[src/rtl/r_type_issue.sv]
// Issue/writeback sequencer for MIPS R-type instructions: fetches operands,
// drives a one-hot control word into an external combinational ALU and writes back.
module r_type_issue #(
  parameter int CNT_W          = 32,
  parameter bit ALLOW_R0_WRITE = 1'b0
) (
  input  logic             clk,
  input  logic             rst_b,
  input  logic             inst_valid,
  output logic             inst_ready,
  input  logic [31:0]      inst,
  output logic [4:0]       rf_rs_num,
  output logic [4:0]       rf_rt_num,
  input  logic [31:0]      rf_rs_data,
  input  logic [31:0]      rf_rt_data,
  output logic [31:0]      alu_rs_data,
  output logic [31:0]      alu_rt_data,
  output logic [4:0]       alu_shamt,
  output logic [17:0]      alu_ctrl,
  input  logic [31:0]      alu_rd_data,
  input  logic             alu_rd_we,
  output logic             rf_wr_en,
  output logic [4:0]       rf_wr_num,
  output logic [31:0]      rf_wr_data,
  output logic             jr_valid,
  output logic [31:0]      jr_target,
  output logic             illegal,
  output logic             halted,
  output logic [CNT_W-1:0] retired,
  output logic [1:0]       dbg_state
);

  // Handshake: an instruction transfers on a rising clk edge where
  // inst_valid && inst_ready; inst is ignored whenever inst_ready is low.
  typedef enum logic [1:0] {IDLE = 2'd0, DECODE = 2'd1, EXEC = 2'd2, WB = 2'd3} state_t;

  state_t           state_q, state_d;
  logic [31:0]      inst_q, inst_d;
  logic [31:0]      rs_q, rs_d;
  logic [31:0]      rt_q, rt_d;
  logic [31:0]      res_q, res_d;
  logic             we_q, we_d;
  logic             halted_q, halted_d;
  logic [CNT_W-1:0] retired_q, retired_d;
  logic [17:0]      ctrl_dec;
  logic             legal;

  // Decode from the held word so it stays stable through EXEC and WB.
  always_comb begin
    ctrl_dec = '0;
    if (inst_q[31:26] == 6'd0) begin
      case (inst_q[5:0])
        6'h00:   ctrl_dec[1]  = 1'b1;
        6'h02:   ctrl_dec[3]  = 1'b1;
        6'h03:   ctrl_dec[17] = 1'b1;
        6'h04:   ctrl_dec[2]  = 1'b1;
        6'h06:   ctrl_dec[5]  = 1'b1;
        6'h08:   ctrl_dec[16] = 1'b1;
        6'h0C:   ctrl_dec[7]  = 1'b1;
        6'h18:   ctrl_dec[12] = 1'b1;
        6'h1A:   ctrl_dec[13] = 1'b1;
        6'h20:   ctrl_dec[15] = 1'b1;
        6'h21:   ctrl_dec[11] = 1'b1;
        6'h22:   ctrl_dec[4]  = 1'b1;
        6'h23:   ctrl_dec[8]  = 1'b1;
        6'h24:   ctrl_dec[14] = 1'b1;
        6'h25:   ctrl_dec[9]  = 1'b1;
        6'h26:   ctrl_dec[0]  = 1'b1;
        6'h27:   ctrl_dec[10] = 1'b1;
        6'h2A:   ctrl_dec[6]  = 1'b1;
        default: ctrl_dec     = '0;
      endcase
    end
    legal = |ctrl_dec;
  end

  always_comb begin
    state_d    = state_q;
    inst_d     = inst_q;
    rs_d       = rs_q;
    rt_d       = rt_q;
    res_d      = res_q;
    we_d       = we_q;
    halted_d   = halted_q;
    retired_d  = retired_q;
    inst_ready = 1'b0;
    alu_ctrl   = '0;
    jr_valid   = 1'b0;
    illegal    = 1'b0;
    rf_wr_en   = 1'b0;
    case (state_q)
      IDLE: begin
        inst_ready = !halted_q;
        if (inst_valid && !halted_q) begin
          inst_d  = inst;
          state_d = DECODE;
        end
      end
      DECODE: begin
        rs_d    = rf_rs_data;
        rt_d    = rf_rt_data;
        state_d = EXEC;
      end
      EXEC: begin
        alu_ctrl = ctrl_dec;
        jr_valid = ctrl_dec[16];
        illegal  = !legal;
        res_d    = alu_rd_data;
        we_d     = alu_rd_we;
        state_d  = WB;
      end
      WB: begin
        rf_wr_en = legal && we_q && ((inst_q[15:11] != 5'd0) || ALLOW_R0_WRITE);
        if (legal) retired_d = retired_q + CNT_W'(1);
        if (ctrl_dec[7]) halted_d = 1'b1;
        state_d = IDLE;
      end
      default: state_d = IDLE;
    endcase
    // Strobes are forced low while reset is held, even before the reset edge.
    if (!rst_b) begin
      inst_ready = 1'b0;
      alu_ctrl   = '0;
      jr_valid   = 1'b0;
      illegal    = 1'b0;
      rf_wr_en   = 1'b0;
    end
  end

  always_ff @(posedge clk) begin
    if (!rst_b) begin
      state_q   <= IDLE;
      inst_q    <= '0;
      rs_q      <= '0;
      rt_q      <= '0;
      res_q     <= '0;
      we_q      <= 1'b0;
      halted_q  <= 1'b0;
      retired_q <= '0;
    end else begin
      state_q   <= state_d;
      inst_q    <= inst_d;
      rs_q      <= rs_d;
      rt_q      <= rt_d;
      res_q     <= res_d;
      we_q      <= we_d;
      halted_q  <= halted_d;
      retired_q <= retired_d;
    end
  end

  assign rf_rs_num   = inst_q[25:21];
  assign rf_rt_num   = inst_q[20:16];
  assign alu_shamt   = inst_q[10:6];
  assign rf_wr_num   = inst_q[15:11];
  assign alu_rs_data = rs_q;
  assign alu_rt_data = rt_q;
  assign jr_target   = rs_q;
  assign rf_wr_data  = res_q;
  assign halted      = halted_q;
  assign retired     = retired_q;
  assign dbg_state   = state_q;

endmodule
[config.mk]
export PLATFORM = sky130hd
export DESIGN_NAME = r_type_issue
export DESIGN_NICKNAME = d
export VERILOG_FILES = /design/src/rtl/r_type_issue.sv
export SDC_FILE = /design/constraint.sdc
export NUM_CORES = 1
export LEC_CHECK = 0
export BUFFER_PORTS_ARGS = -buffer_cell sky130_fd_sc_hd__buf_2
export CAP_MARGIN = 20
export CORE_MARGIN = 5
export CORE_UTILIZATION = 28
export DETAILED_ROUTE_END_ITERATION = 12
export GPL_TIMING_DRIVEN = 0
export PLACE_DENSITY = 0.55
export SKIP_LAST_GASP = 1
export SLEW_MARGIN = 10
export SYNTH_ARGS = -nofsm -noshare
export SYNTH_HDL_FRONTEND = slang
export SYNTH_SLANG_ARGS = --single-unit
[constraint.sdc]
create_clock -name clk -period 3 [get_ports clk]
set_clock_uncertainty 0.1 [all_clocks]
set_input_delay 0.3 -clock clk [delete_from_list [all_inputs] [get_ports clk]]
set_output_delay 0.3 -clock clk [all_outputs]
set_load 0.1 [all_outputs]
==> results of run 1 <==
==> layout make-up <==
type	count	area share
flip-flops and latches	164	0.3090
inverters	6	0.002116
multi-input cells	513	0.3068
repair buffers	412	0.2291
clock inverters	14	0.01411
clock buffers	18	0.04126
plain buffers	105	0.05877
well taps	330	0.03879
==> final timing paths <==
path | to | slack [ns] | cells after the start
worst max-delay path | alu_ctrl[16] | 0.10 | 7
worst min-delay path | alu_rs_data[21]$_SDFFE_PN0N_ | 0.02 | 3
worst max register to register | retired[29]$_SDFFE_PN0P_ | 0.41 | 8
worst min register to register | inst_q[17]$_SDFFE_PN0P_ | 0.36 | 2
==> layout by cell type, fill, tap and decap left out, types with 2 or more instances in the layout <==
master         count
a21oi_1           65
and2_1             2
and3_1             7
and4_1             4
buf_1              7
buf_2            331
buf_4             70
buf_6              3
clkbuf_1          37
clkbuf_16         17
clkbuf_4           5
clkinv_4           3
clkinv_8           2
dfxtp_1          161
dfxtp_2            2
dlygate4sd3_1     63
ha_1               5
inv_1              5
inv_6              4
inv_8              5
mux2i_1           98
nand2_1           89
nand2b_1           3
nand3_1           16
nand4_1            8
nand4b_1           2
nor2_1           110
nor2_2             8
nor3_1             2
nor3_2             2
nor3_4             4
nor4_4             3
o211ai_1           3
o21ai_0            5
o31ai_1           28
or3_1              2
or4_1             30
==> routing by layer <==
layer,part of all wire,GRT usage,vias up
li1,-,-,3548
met1,0.41,0.1993,3303
met2,0.51,0.2965,234
met3,0.065,0.04507,27
met4,0.018,0.05328,0
met5,0,0,-
==> where the power goes <==
group	total, mW	internal, mW	switching, mW
Combinational	6.56	1.46	5.10
Clock	2.19	1.14	1.05
Sequential	2.90	2.60	0.293
Total	11.6	5.21	6.44
==> critical path: stages (launching register included) <==
cell and delay, ns:
dfxtp_1 0.35, nor4_4 0.37, buf_4 0.18, nand3_4 0.15, or2_2 0.40, nor2_4 0.12, buf_4 0.11, buf_2 0.41
==> kinds of logic (layout without fill, tap and decap cells) <==
| kind of cell | count (synthesis) | in the layout | share of synthesized area |
|---|---|---|---|
| mux | 98 | 98 | 0.1391 |
| buf+inv | 113 | 555 | 0.09081 |
| flops | 164 | 164 | 0.4654 |
| fa+ha+maj | 5 | 5 | 0.008868 |
| compound gates | 108 | 108 | 0.09347 |
| simple gates | 301 | 301 | 0.2011 |
| xor+xnor | 1 | 1 | 0.001242 |
==> sequential cells by signal (all words and copies together), names as in the netlist <==
name,cells
retired,32
rf_wr_data,32
inst_q,32
dbg_state,2
we_q,1
alu_rt_data,32
halted,1
alu_rs_data,32
==> metrics by stage <==
| step | power [mW] | worst slack, ns | hold slack (ns) | instances | utilization |
|---|---|---|---|---|---|
| global placement | 9.314 | -0.7402 | 0.3434 | 1456 | 0.3713 |
| CTS | 11.67 | -0.1112 | 0.0003946 | 1556 | 0.4233 |
| finish | 11.65 | 0.1027 | 0.01554 | 1562 | 0.4264 |
| global route | 12.19 | -0.0003308 | 0.01018 | 1562 | 0.4264 |
| floorplan | 8.254 | -0.09643 | 0.3360 | 790 | - |
| detailed placement | 9.344 | -0.7618 | 0.3468 | 1456 | 0.3713 |
==> what timing repair did <==
action / in CTS / in global routing
gates resized for setup: 14 / 15
pin swaps: 2 / 2
endpoints found under the hold margin: 63 / 0
setup buffers: 7 / 6
hold buffers: 63 / 0
cloned: 0 / 0
endpoints found under the setup margin: 45 / 6
==> reports/summary.md, run 1 <==
• **most area-hungry cell type in the Yosys netlist** dfxtp_1
• **ranking of synthesized cells by instance count** 164 x dfxtp_1, 119 x nor2_1, 98 x mux2i_1, 90 x nand2_1, 65 x a21oi_1
• **Max IR drop VDD** 923.8 uV
• **most frequently used flop master after synthesis** dfxtp_1
• **design area** 10,640 um2
• **Floorplan Core Area** 24,960 um2
• **most frequent cell after synthesis** dfxtp_1
• **FFs w/ async S/R, synth** 0
• **clock tree from TritonCTS** done
• **number of cells produced by synthesis** 790
• **syn_nets** 927
• **peak fanout along the critical path** 7
• **Root Buffer** clkbuf_16
• **final hold violations** 0
• **aggregate global routing overflow** 0
• **Initial Util** 0.2826
• **FILL cells** 2,551
• **YS warnings** 0
• **cell area after placement** 9269 um2
• **Max H-tree Level** 4
• **number of top-level design ports** 337
• **Avg WL per Cell** 15.68 um
• **WP data arrival** 2.50 ns
• **count of cell types in the netlist** 41
• **number of global-route vias before repair** 7,286
• **layout cells sized above 1** 0.3847
• **number of input and output port buffers inserted** 336
• **area grow syn2layout** 50.89%
• **final critical delay including setup and external delays** 2.897 ns
• **kind of end point of the critical path** primary output
• **antenna violation net count after detailed routing** 0
• **final weighted congestion in routability-driven placement** 0.7949
• **ant diodes** 0
• **detailed-route via count** 7,112
• **Vias/cell** 4.553
• **mean cell area of the mapped netlist** 8.929 um2
• **number of clock buffers inserted by TritonCTS** 17
• **GRT Resource Usage Total** 0.1683
• **#FFs+latches synth** 164
• **top-area cell type share of the netlist area** 0.4654
• **pin count of the biggest net entering global routing** 20
• **count of final max-slew check failures** 0
• **drt initial violations** 321
• **count of max-cap constraint violations** 0
• **CP required** 2.60 ns
• **total number of clock tree sinks** 164
• **final net count** 1,356
• **DRT Pass-1 Iters** 5
• **max frequency** 345.1 MHz
• **sequential element share of the synthesized area** 0.4654
• **FF+latch area** 3289 um2
• **initial antenna violation count** 0
• **max_slew headroom** 0.3973
• **final number of setup-violating endpoints** 0
• **die area** 28,470 um2
• **total negative setup slack** 0 ns
• **post-route fraction of the period consumed by the critical path** 0.9658
• **leakage power summed over all cells** 4.851 nW
• **critical path class** flip-flop to primary output
• **run status** finished clean
• **power per unit of standard cell area** 1094 nW/um2
• **Vert. Die Dim** 168.7 um
• **Worst-path clk slew** 0.07 ns
• **first-pass GRT wire length** 38.90 mm
• **insertion delay of the later-clocked pin in the worst-skew pair** 0.41 ns
• **std cell rows** 58
• **post-detail-place hpwl** 18.36 mm
• **Synth area leaders** dfxtp_1 47%, mux2i_1 14%, nor2_1 6.3%
• **number of DRC violations after detailed routing** 0
• **path type of the worst min-delay path** input pin to flip-flop
• **Post-Syn Area** 7054 um2
• **Horiz. Die Dim** 168.7 um
• **startpoint of the worst-slack reg-to-reg timing path** dbg_state[0]$_SDFFE_PN0P_
• **number of enable-type register cells in the synthesized netlist** 0
• **Routed WL** 24.50 mm
• **Setup crit start kind** flip-flop
• **combined area of the multi-input logic cells** 3266 um2
• **transition time at the pin with the least slew margin** 0.9040 ns
• **Critical Path Start** inst_q[31]$_SDFFE_PN0P_
• **Bufs on Longest Clock Path** 2
• **hold_sp** rf_rs_data[21]
Power figures use the tool's default switching activity.
==> run 2, diff against run 1 <==
--- a/config.mk
+++ b/config.mk
@@ -12,6 +12,7 @@
 export DETAILED_ROUTE_END_ITERATION = 12
 export GPL_TIMING_DRIVEN = 0
 export PLACE_DENSITY = 0.55
+export RECOVER_POWER = 100
 export SKIP_LAST_GASP = 1
 export SLEW_MARGIN = 10
 export SYNTH_ARGS = -nofsm -noshare
==> reports/summary.md, run 2 (synthesis results as in run 1) <==
• **worst reg2reg setup slack** 0.41 ns
• **number of cells in the design after placement** 1,456
• **insertion delay of the later-clocked pin in the worst-skew pair** 0.41 ns
• **final number of setup-violating endpoints** 0
• **GRT Resource Usage Total** 0.1683
• **layout cells sized above 1** 0.2338
• **post-route fraction of the period consumed by the critical path** 0.9659
• **kind of end point of the critical path** primary output
• **ant diodes** 0
• **run status** finished clean
• **Max IR drop VDD** 913.1 uV
• **pin count of the biggest net entering global routing** 20
• **WP data arrival** 2.50 ns
• **FILL cells** 2,639
• **count of placed standard cells in the final layout, fillers left out** 1,562
• **hold_sp** rf_rs_data[21]
• **instance count along the most critical hold path** 3
• **detailed-route via count** 7,099
• **first-pass GRT wire length** 38.90 mm
• **setup slack at placement** -0.7618 ns
• **sum of internal, switching and leakage power** 11.52 mW
• **die area** 28,470 um2
• **Worst Reg-to-Reg Cells** 8
• **Setup crit start kind** flip-flop
• **CP required** 2.60 ns
• **Floorplan Core Area** 24,960 um2
• **number of input and output port buffers inserted** 336
• **peak fanout along the critical path** 13
• **Routed WL** 24.49 mm
• **commonest non-fill, non-tap cell in the layout** clkbuf_1
• **number of clock buffers inserted by TritonCTS** 17
• **std cell rows** 58
• **critical path class** flip-flop to primary output
• **path type of the worst min-delay path** input pin to flip-flop
• **transition time at the pin with the least slew margin** 1.270 ns
• **Vert. Die Dim** 168.7 um
• **Critical Path Start** inst_q[31]$_SDFFE_PN0P_
• **Vias/cell** 4.545
• **max frequency** 345.1 MHz
• **post-detail-place hpwl** 18.36 mm
• **Horiz. Die Dim** 168.7 um
• **Avg WL per Cell** 15.68 um
• **antenna violation net count after detailed routing** 0
• **number of global-route vias before repair** 7,286
• **final weighted congestion in routability-driven placement** 0.7949
• **total negative setup slack** 0 ns
• **number of DRC violations after detailed routing** 0
• **Worst-path clk slew** 0.07 ns
• **area grow syn2layout** 47.61%
• **DRT Pass-1 Iters** 4
• **count of final max-slew check failures** 0
• **leakage power summed over all cells** 4.079 nW
• **drt initial violations** 277
• **commonest non-fill, non-tap cells in the layout** 224 x clkbuf_1, 161 x dfxtp_1, 146 x buf_2
• **number of top-level design ports** 337
• **initial antenna violation count** 0
• **Bufs on Longest Clock Path** 2
• **Initial Util** 0.2826
• **startpoint of the worst-slack reg-to-reg timing path** dbg_state[0]$_SDFFE_PN0P_
• **aggregate global routing overflow** 0
• **final hold violations** 0
• **max_slew headroom** 0.1569
• **clock tree from TritonCTS** done
• **final net count** 1,356
• **count of max-cap constraint violations** 0
• **Max H-tree Level** 4
• **final critical delay including setup and external delays** 2.898 ns
• **total number of clock tree sinks** 164
• **setup ws final** 0.1022 ns
• **power per unit of standard cell area** 1106 nW/um2
• **Root Buffer** clkbuf_16
==> run 2: cell count changes in the layout (fill, tap and decap cells not counted), sizes merged <==
cell	delta
buf	-187
clkbuf	+187
==> run 2: metal layers <==
layer  track usage  routed length [um]
met1        0.1993               10030
met2        0.2965               12540
met3       0.04507                1483
met4       0.05328                 435
met5             0                   0
==> run 2: per-stage QoR <==
stage | utilization | hold WS [ns] | instance area (um2)
global placement | 0.3713 | 0.3434 | 9269
CTS | 0.4233 | 0.0003946 | 10570
floorplan | - | 0.3360 | 7174
finish | 0.4171 | 0.01539 | 10410
global route | 0.4171 | 0.01018 | 10410
detailed placement | 0.3713 | 0.3468 | 9269
==> run 2: worst paths after layout <==
check,end
hold reg to reg,inst_q[17]$_SDFFE_PN0P_
setup / recovery,illegal
hold / removal,alu_rs_data[21]$_SDFFE_PN0N_
setup reg to reg,retired[29]$_SDFFE_PN0P_
==> run 2: power breakdown <==
part	total (mW)	leakage [nW]	switching (mW)	internal, mW
registers	2.90	1.34	0.301	2.60
logic	6.42	2.45	5.11	1.32
clock network	2.19	0.291	1.05	1.14
==> run 2: critical path, stage by stage (launching register included) <==
cell and delay, ns:
dfxtp_1 0.35, nor4_4 0.37, buf_4 0.18, nand4b_1 0.14
o22ai_2 0.20, a21oi_2 0.07, buf_6 0.16, buf_4 0.18
and3_2 0.26, buf_8 0.18
==> run 2: cell type report <==
type	count	area, um2	share of cell area
Sequential cell	164	3289	0.3159
Multi-Input combinational cell	513	3266	0.3136
Timing Repair Buffer	412	2207	0.2120
Buffer	105	625.6	0.06008
Clock buffer	18	439.2	0.04218
Tap cell	330	412.9	0.03965
Clock inverter	14	150.1	0.01442
Inverter	6	22.52	0.002163
==> run 2: what timing repair did <==
action	4_1_cts	5_1_grt
pin swaps	2	2
gates resized for setup	14	15
hold buffers	63	0
buffers inserted	7	6
endpoints found under the hold margin	63	0
setup endpoints to repair	45	6
==> run 3, diff against run 2 <==
--- a/config.mk
+++ b/config.mk
@@ -7,11 +7,13 @@
 export LEC_CHECK = 0
 export BUFFER_PORTS_ARGS = -buffer_cell sky130_fd_sc_hd__buf_2
 export CAP_MARGIN = 20
+export CELL_PAD_IN_SITES_DETAIL_PLACEMENT = 0
+export CELL_PAD_IN_SITES_GLOBAL_PLACEMENT = 1
 export CORE_MARGIN = 5
 export CORE_UTILIZATION = 28
 export DETAILED_ROUTE_END_ITERATION = 12
 export GPL_TIMING_DRIVEN = 0
-export PLACE_DENSITY = 0.55
+export PLACE_DENSITY = 0.71
 export RECOVER_POWER = 100
 export SKIP_LAST_GASP = 1
 export SLEW_MARGIN = 10
==> reports/summary.md, run 3 (synthesis results as in run 1) <==
• **commonest non-fill, non-tap cell in the layout** clkbuf_1
• **FF+latch area** 3289 um2
• **path type of the worst min-delay path** input pin to flip-flop
• **insertion delay of the later-clocked pin in the worst-skew pair** 0.42 ns
• **leakage power summed over all cells** 3.994 nW
• **Floorplan Core Area** 24,960 um2
• **drt initial violations** 252
• **number of top-level design ports** 337
• **Routed WL** 24.62 mm
• **Bufs on Longest Clock Path** 2
• **share of the core filled with cells** 0.4110
• **GRT Resource Usage Total** 0.1680
• **total negative setup slack** 0 ns
• **WP data arrival** 2.46 ns
• **std cell rows** 58
• **combined area of the multi-input logic cells** 3273 um2
• **worst stage delay on the critical path** 0.36 ns
• **antenna violation net count after detailed routing** 0
• **clock tree from TritonCTS** done
• **power per unit of standard cell area** 1110 nW/um2
• **detailed-route via count** 7,011
• **Setup crit start kind** flip-flop
• **die area** 28,470 um2
• **switching share of total power** 0.5648
• **peak fanout along the critical path** 10
• **Max IR drop VDD** 724.0 uV
• **post-route fraction of the period consumed by the critical path** 0.9517
• **transition time at the pin with the least slew margin** 1.292 ns
• **DRT Pass-1 Iters** 4
• **Vert. Die Dim** 168.7 um
• **area grow syn2layout** 45.44%
• **Vias/cell** 4.541
• **cell area after placement** 9269 um2
• **Crit-path slowest cell** clkbuf_2
• **Max H-tree Level** 4
• **final net count** 1,336
• **total number of clock tree sinks** 164
• **FILL cells** 2,715
• **aggregate global routing overflow** 0
• **count of final max-slew check failures** 0
• **Initial Util** 0.2826
• **Internal Power** 4.958 mW
• **number of input and output port buffers inserted** 336
• **combinational group share of total power** 0.555
• **Horiz. Die Dim** 168.7 um
• **run status** finished clean
• **CP required** 2.60 ns
• **number of cells in the design after placement** 1,456
• **worst hold slack** 0.01347 ns
• **pin count of the biggest net entering global routing** 20
• **initial antenna violation count** 2
• **max frequency** 350.2 MHz
• **final critical delay including setup and external delays** 2.855 ns
• **count of max-cap constraint violations** 0
• **count of placed standard cells in the final layout, fillers left out** 1,544
• **critical path class** flip-flop to primary output
• **final hold violations** 0
• **RSZ-0062 raised after global routing** true
• **design area** 10,260 um2
• **Worst-path clk slew** 0.07 ns
• **part of the power in the clock network** 0.190
• **final weighted congestion in routability-driven placement** 0.7999
• **cells traversed along the worst timing path** inv_1 -> ha_1 -> clkbuf_2 -> nand4_1 -> nor4_4 -> buf_4
• **share of total power in sequential cells** 0.256
• **max_slew headroom** 0.1424
• **Sw Pwr** 6.435 mW
• **Root Buffer** clkbuf_16
• **Avg WL per Cell** 15.94 um
• **commonest non-fill, non-tap cells in the layout** 223 x clkbuf_1, 161 x dfxtp_1, 145 x buf_2
• **first-pass GRT wire length** 38.19 mm
• **kind of end point of the critical path** primary output
• **number of clock buffers inserted by TritonCTS** 17
• **layout cells sized above 1** 0.2335
• **final number of setup-violating endpoints** 0
• **number of DRC violations after detailed routing** 0
• **post-detail-place hpwl** 18.70 mm
• **number of global-route vias before repair** 6,872
## run 3: changes by cell type in the layout (fill, tap and decap cells not counted), sizes merged
| cell | previous run | this run |
|---|---|---|
| diode | 0 | 2 |
| clkinv | 5 | 8 |
| clkinvlp | 0 | 1 |
| buf | 225 | 219 |
| inv | 15 | 12 |
| dlygate4sd3 | 63 | 50 |
| clkbuf | 247 | 245 |
## run 3: cell type report
| class | instances | share of cell area |
|---|---|---|
| antenna | 2 | 0.0004878 |
| inverter | 6 | 0.002195 |
| sequential | 164 | 0.3206 |
| timing repair buffer | 392 | 0.1993 |
| buffer | 105 | 0.06073 |
| tap | 330 | 0.04024 |
| clock inverter | 15 | 0.01598 |
| multi-input combinational | 513 | 0.3190 |
| clock buffer | 17 | 0.04146 |
## run 3: worst max-delay path, delay by kind of cell, from the launching register on
kind,cells,cell delay (ns)
flip-flops,1,0.34
buffers and inverters,3,0.77
adder cells (fa/ha/maj),1,0.22
AND/OR/NAND/NOR,2,0.69
## run 3: final timing paths
kind / slack (ns) / endpoint / from / cells past startpoint
setup reg to reg: 0.48 / retired[29]$_SDFFE_PN0P_ / dbg_state[0]$_SDFFE_PN0P_ / 8
hold reg to reg: 0.36 / inst_q[20]$_SDFFE_PN0P_ / inst_q[20]$_SDFFE_PN0P_ / 2
hold / removal: 0.01 / rf_wr_data[17]$_SDFFE_PN0P_ / alu_rd_data[17] / 3
setup / recovery: 0.14 / alu_ctrl[17] / dbg_state[0]$_SDFFE_PN0P_ / 6
## run 3: power by group through the flow
| stage | combinational [mW] | sequential, mW | clock (mW) |
|---|---|---|---|
| 3_3_place_gp | 6.40 | 2.93 | 0 |
| 2_1_floorplan | 3.02 | 5.23 | 0 |
| 6_report | 6.32 | 2.91 | 2.16 |
| 3_5_place_dp | 6.42 | 2.93 | 0 |
| 5_1_grt | 6.64 | 2.97 | 2.33 |
| 4_1_cts | 6.50 | 2.90 | 2.23 |
## run 3: repair_timing
| item | in CTS | in global routing |
|---|---|---|
| endpoints found under the hold margin | 49 | 1 |
| hold buffers | 49 | 1 |
| resized for setup | 11 | 17 |
| setup endpoints to repair | 45 | 5 |
| pin swaps | 2 | 3 |
| buffers inserted | 6 | 0 |
## run 3: routing by layer
metal / part of all wire / wire length (um) / up-vias / GRT usage
li1: - / - / 3505 / -
met1: 0.41 / 10130 / 3232 / 0.2072
met2: 0.49 / 12150 / 235 / 0.2822
met3: 0.069 / 1707 / 39 / 0.04507
met4: 0.026 / 637 / 0 / 0.06034
met5: 0 / 0 / - / 0
## run 3: stage by stage
step / worst slack (ns) / power, mW
floorplan: -0.09643 / 8.254
global placement: -0.7284 / 9.326
detailed placement: -0.7074 / 9.346
CTS: -0.04633 / 11.63
global route: -0.02446 / 11.94
finish: 0.1448 / 11.39
